===== src/rtl/mul_accumulate_unit.sv =====
// mul_accumulate_unit: iterative shift-add multiply-accumulate engine.
// Computes (multiplicand * multiplier + addend) mod 2^WORD, one multiplier bit per cycle.
// The registered result and its N/Z flags are held on accumulator_o until the next completion.
// Optional feature macro: MUL_EARLY_TERM_EN. When it is defined, RUN ends as soon as the
// remaining multiplier bits are all zero. Results are the same with or without it.
//
// Handshake: start_i is sampled only in IDLE or DONE, and only when flush_i is low.
// busy_o is high for every RUN cycle. done_o is a one-cycle pulse in DONE.
// busy_o and done_o are both decoded from the state register, so they are never high together.
// flush_i returns the unit to IDLE from any state and takes priority over start_i.
// state_o exposes the FSM state for observation.
module mul_accumulate_unit #(
    parameter int WORD = 32
) (
    input  logic            clk_i,
    input  logic            rst_n_i,
    input  logic            start_i,
    input  logic            flush_i,
    input  logic [WORD-1:0] multiplicand_i,
    input  logic [WORD-1:0] multiplier_i,
    input  logic [WORD-1:0] addend_i,
    input  logic            accumulate_en_i,
    output logic            busy_o,
    output logic            done_o,
    output logic [WORD-1:0] accumulator_o,
    output logic            n_flag_o,
    output logic            z_flag_o,
    output logic [1:0]      state_o
);

    localparam logic [1:0] ST_IDLE = 2'd0;
    localparam logic [1:0] ST_RUN  = 2'd1;
    localparam logic [1:0] ST_DONE = 2'd2;

    localparam int CW = (WORD > 1) ? $clog2(WORD) : 1;
    localparam logic [CW-1:0] LAST_COUNT = CW'(WORD - 1);

    logic [1:0]      state;
    logic [WORD-1:0] mcand;
    logic [WORD-1:0] mplier;
    logic [WORD-1:0] acc;
    logic [CW-1:0]   count;

    logic [WORD-1:0] acc_sum;
    logic [WORD-1:0] mplier_shift;
    logic            finish;
    logic            accept;

    // Per-iteration datapath values, end-of-run detection and start acceptance.
    always_comb begin
        acc_sum      = mplier[0] ? (acc + mcand) : acc;
        mplier_shift = mplier >> 1;
`ifdef MUL_EARLY_TERM_EN
        finish       = (count == LAST_COUNT) || (mplier_shift == '0);
`else
        finish       = (count == LAST_COUNT);
`endif
        accept       = start_i && !flush_i && (state != ST_RUN);
    end

    // FSM state register. A flush returns the unit to IDLE from every state.
    always_ff @(posedge clk_i or negedge rst_n_i) begin
        if (!rst_n_i) begin
            state <= ST_IDLE;
        end else if (flush_i) begin
            state <= ST_IDLE;
        end else begin
            case (state)
                ST_IDLE: if (start_i) state <= ST_RUN;
                ST_RUN:  if (finish)  state <= ST_DONE;
                ST_DONE: state <= start_i ? ST_RUN : ST_IDLE;
                default: state <= ST_IDLE;
            endcase
        end
    end

    // Operand load on an accepted start, then one shift-add iteration per RUN cycle.
    always_ff @(posedge clk_i or negedge rst_n_i) begin
        if (!rst_n_i) begin
            mcand  <= '0;
            mplier <= '0;
            acc    <= '0;
            count  <= '0;
        end else if (accept) begin
            mcand  <= multiplicand_i;
            mplier <= multiplier_i;
            acc    <= accumulate_en_i ? addend_i : '0;
            count  <= '0;
        end else if (state == ST_RUN && !flush_i) begin
            acc    <= acc_sum;
            mcand  <= mcand << 1;
            mplier <= mplier_shift;
            count  <= count + CW'(1);
        end
    end

    // Result and flags are captured only on the edge that enters DONE.
    always_ff @(posedge clk_i or negedge rst_n_i) begin
        if (!rst_n_i) begin
            accumulator_o <= '0;
            n_flag_o      <= 1'b0;
            z_flag_o      <= 1'b1;
        end else if (state == ST_RUN && !flush_i && finish) begin
            accumulator_o <= acc_sum;
            n_flag_o      <= acc_sum[WORD-1];
            z_flag_o      <= (acc_sum == '0);
        end
    end

    // Status outputs are decoded from the state register only.
    always_comb begin
        busy_o  = (state == ST_RUN);
        done_o  = (state == ST_DONE);
        state_o = state;
    end

endmodule


===== config.mk =====
export PLATFORM = sky130hd
export DESIGN_NAME = mul_accumulate_unit
export DESIGN_NICKNAME = d
export VERILOG_FILES = /design/src/rtl/mul_accumulate_unit.sv
export SDC_FILE = /design/constraint.sdc
export NUM_CORES = 1
export LEC_CHECK = 0
export ABC_CLOCK_PERIOD_IN_PS = 8600
export BUFFER_PORTS_ARGS = -buffer_cell sky130_fd_sc_hd__clkbuf_2
export CORE_MARGIN = 8
export CORE_UTILIZATION = 60
export DETAILED_ROUTE_END_ITERATION = 8
export GPL_TIMING_DRIVEN = 0
export MAX_ROUTING_LAYER = met4
export PLACE_DENSITY = 0.92
export SYNTH_ARGS = -nofsm -noshare
export SYNTH_HDL_FRONTEND = slang
export SYNTH_SLANG_ARGS = --single-unit

===== constraint.sdc =====
create_clock -name clk_i -period 8.6 [get_ports clk_i]
set_input_delay 1.29 -clock clk_i [delete_from_list [all_inputs] [get_ports clk_i]]
set_output_delay 1.29 -clock clk_i [all_outputs]
set_load 0.03 [all_outputs]

==> flow_summary.json <==
{
  "dr.pass1.iters": 7,
  "finalSetupTns_ns": 0,
  "run_status": "finished, final reports clean",
  "met1_usage_pct": 38.9,
  "layout-drive-gt1-share_pct": 18.1,
  "report.final.setup_viol": 0,
  "synthFlopType": "dfrtp_1",
  "grt_use_total_pct": 31.8,
  "post_cts_buffers": 0,
  "max_freq_mhz": 268,
  "ys_seq_area_share_pct": 40.8,
  "critPathMaxStageDelay_ns": 0.62,
  "ir_drop_v": 0.000197,
  "synth.avg_cell_area_um2": 8.58,
  "rows": 43,
  "p_per_area_nw_per_um2": 281,
  "async_flop_share_pct": 100,
  "drt-initial-drc-count": 994,
  "cp_max_fo": 8,
  "start_util_pct": 60.8,
  "viasPerCell": 6.66,
  "tritoncts": "done",
  "clk_pin_slew_worst_paths_ns": 0.07,
  "rrSetupSlack_ns": 4.92,
  "grt_pass1_vias": 8664,
  "grt_max_degree": 90,
  "drcViolationCount": 0,
  "regArea_um2": 3400,
  "clock_path_buffers": 2,
  "detailedPlacementHpwl_um": 20100,
  "routed_wirelength_um": 28200,
  "route.antenna.remaining_nets": 0,
  "stdcell_area_um2": 9840,
  "dieArea_um2": 17900,
  "use_met3_pct": 6.69,
  "syn_inst": 972,
  "die_w_um": 134,
  "cts_max_level": 4,
  "critPathSlowestCell": "nor3b_1",
  "synthSimpleGateAreaFrac_pct": 15.4,
  "maxSlewViolCount": 0,
  "portBuffers": 137,
  "gp_congestion": 0.965,
  "num-fill-cells": 1092,
  "required_ns": 8.96,
  "yosysUniqueCellTypes": 78,
  "synth.area.mux_share_pct": 1.35,
  "drv_cap": 0,
  "synth_edf_count": 0,
  "worstSkewPairLatency_ns": 0.44,
  "cts-resized-gates": 0,
  "fin_nets": 1264,
  "vias": 8805,
  "layout.cells.most_common": "a21oi_1",
  "synth-seq-cells": 136,
  "slew_headroom_pct": 49.8,
  "met2_usage_pct": 49.8,
  "hold_buffers": 0,
  "avgRoutedWirePerCell_um": 21.4,
  "synth_top_family_by_area": "compound AO/OA/AOI/OAI gates",
  "cts_sinks": 136,
  "crit_chain": "clkbuf_1 > nor3b_1 > nand2_1 > nor2_1 > nand4_1 > a2111oi_0 > nand4_1 > nor4_1 > nand4_1 > o21ai_1",
  "syn2layout_area_growth_pct": 18.0,
  "antenna_found_initial": 0,
  "setup.worst_path.end_class": "register",
  "grt.overflow.total": 0,
  "final_hold_viol_count": 0,
  "grt-busiest-layer": "met2",
  "yosys_warnings": 0,
  "layout_common_cells": "163 x a21oi_1, 139 x clkbuf_2, 135 x dfrtp_1, 90 x nor2_1, 74 x nand2_1",
  "multiInputGateArea_um2": 4530,
  "rsz0062_at_grt": "false",
  "synthXorXnorAreaFrac_pct": 0.945,
  "power_leakage_uw": 0.00427,
  "yosys.area_share.adder_pct": 5.19,
  "synth_area_um2": 8340,
  "worstMarginPinSlew_ns": 0.752,
  "clockRootBuffer": "clkbuf_16",
  "min_path_type": "reg -> reg",
  "placed_cell_area_um2": 9290,
  "diodes": 0,
  "start_kind": "primary input",
  "finalCritPeriodShare_pct": 43.4,
  "arrival_ns": 4.10,
  "setup.worst_path.class": "in -> reg",
  "numCtsBuffers": 17,
  "skew_ns": 0.0108,
  "syn-num-nets": 1107,
  "fp.coreArea_um2": 13700,
  "synth_compound_area_share_pct": 31.4,
  "path_common_cell": "nand4_1",
  "finalCriticalPeriod_ns": 3.74,
  "io_pins": 139,
  "grt_pass1_wl_um": 44300,
  "die_h_um": 134
}
==> path summary, 6_finish.rpt <==
kind | cells past startpoint | end | from
max in group asynchronous | 2 | z_flag_o | rst_n_i
max | 10 | z_flag_o | flush_i
min in group asynchronous | 1 | mcand[21] | rst_n_i
min | 2 | accumulator_o[12] | accumulator_o[12]
max reg2reg | 11 | z_flag_o | mcand[0]
min reg2reg | 2 | accumulator_o[12] | accumulator_o[12]
==> worst max-delay path: cells and delay by family <==
family                 cells  cell delay [ns]
AO/OA/AOI/OAI              2             0.78
AND/OR/NAND/NOR            7             1.82
buffers and inverters      1             0.21
==> flip-flops by register name, summed over array words and instances, names as in the netlist <==
name / cells
z_flag_o: 1
count: 5
state_o: 2
mplier: 32
accumulator_o: 32
mcand: 32
acc: 32
==> layer usage <==
metal	wire (µm)	vias up
met5	0	-
met4	1070	0
met3	2600	114
met2	13400	531
met1	11200	4202
li1	-	3958
==> layout make-up <==
type	instances	share of cell area [%]
clock buffers	18	4.46
plain buffers	76	3.53
multi-input cells	745	46.1
well taps	180	2.29
clock inverters	14	1.16
repair buffers	138	7.34
flip-flops and latches	136	34.6
inverters	15	0.572
==> kinds of logic after synthesis <==
| family | Yosys count |
|---|---|
| XOR/XNOR | 9 |
| flip-flops | 136 |
| adder cells (fa/ha/maj) | 34 |
| AND/OR/NAND/NOR | 270 |
| AO/OA/AOI/OAI | 421 |
| multiplexers | 11 |
| buffers and inverters | 91 |
==> Yosys cell counts (10+ instances only) <==
| cell type | count | share of area (%) |
|---|---|---|
| a21oi_1 | 163 | 9.8 |
| dfrtp_1 | 135 | 41 |
| nor2_1 | 90 | 4.1 |
| nand2_1 | 74 | 3.3 |
| o22ai_1 | 66 | 5.0 |
| o21ai_0 | 65 | 3.9 |
| clkbuf_1 | 58 | 2.6 |
| ha_1 | 33 | 5.0 |
| o22a_1 | 24 | 2.5 |
| nor3_1 | 19 | 1.1 |
| inv_1 | 14 | 0.63 |
| nand4_1 | 13 | 0.98 |
| a211oi_1 | 10 | 0.90 |
==> per-stage QoR <==
step	hold WS, ns	setup slack (ns)	instances	total power, µW	utilization [%]
floorplan	0.473	5.48	972	1700	-
global placement	0.462	4.05	1289	1990	67.4
detailed placement	0.474	4.60	1290	2020	67.7
CTS	0.486	4.92	1322	2720	71.7
global route	0.510	4.81	1322	2910	71.7
finish	0.482	4.86	1322	2760	71.7
==> power breakdown <==
group          switching [µW]  internal [µW]  total (µW)  leakage, µW
combinational             769            470        1240      0.00240
sequential               92.3            739         832      0.00161
clock                     311            383         694     0.000266
total                    1170           1590        2760      0.00427
Power figures use the tool's default switching activity.
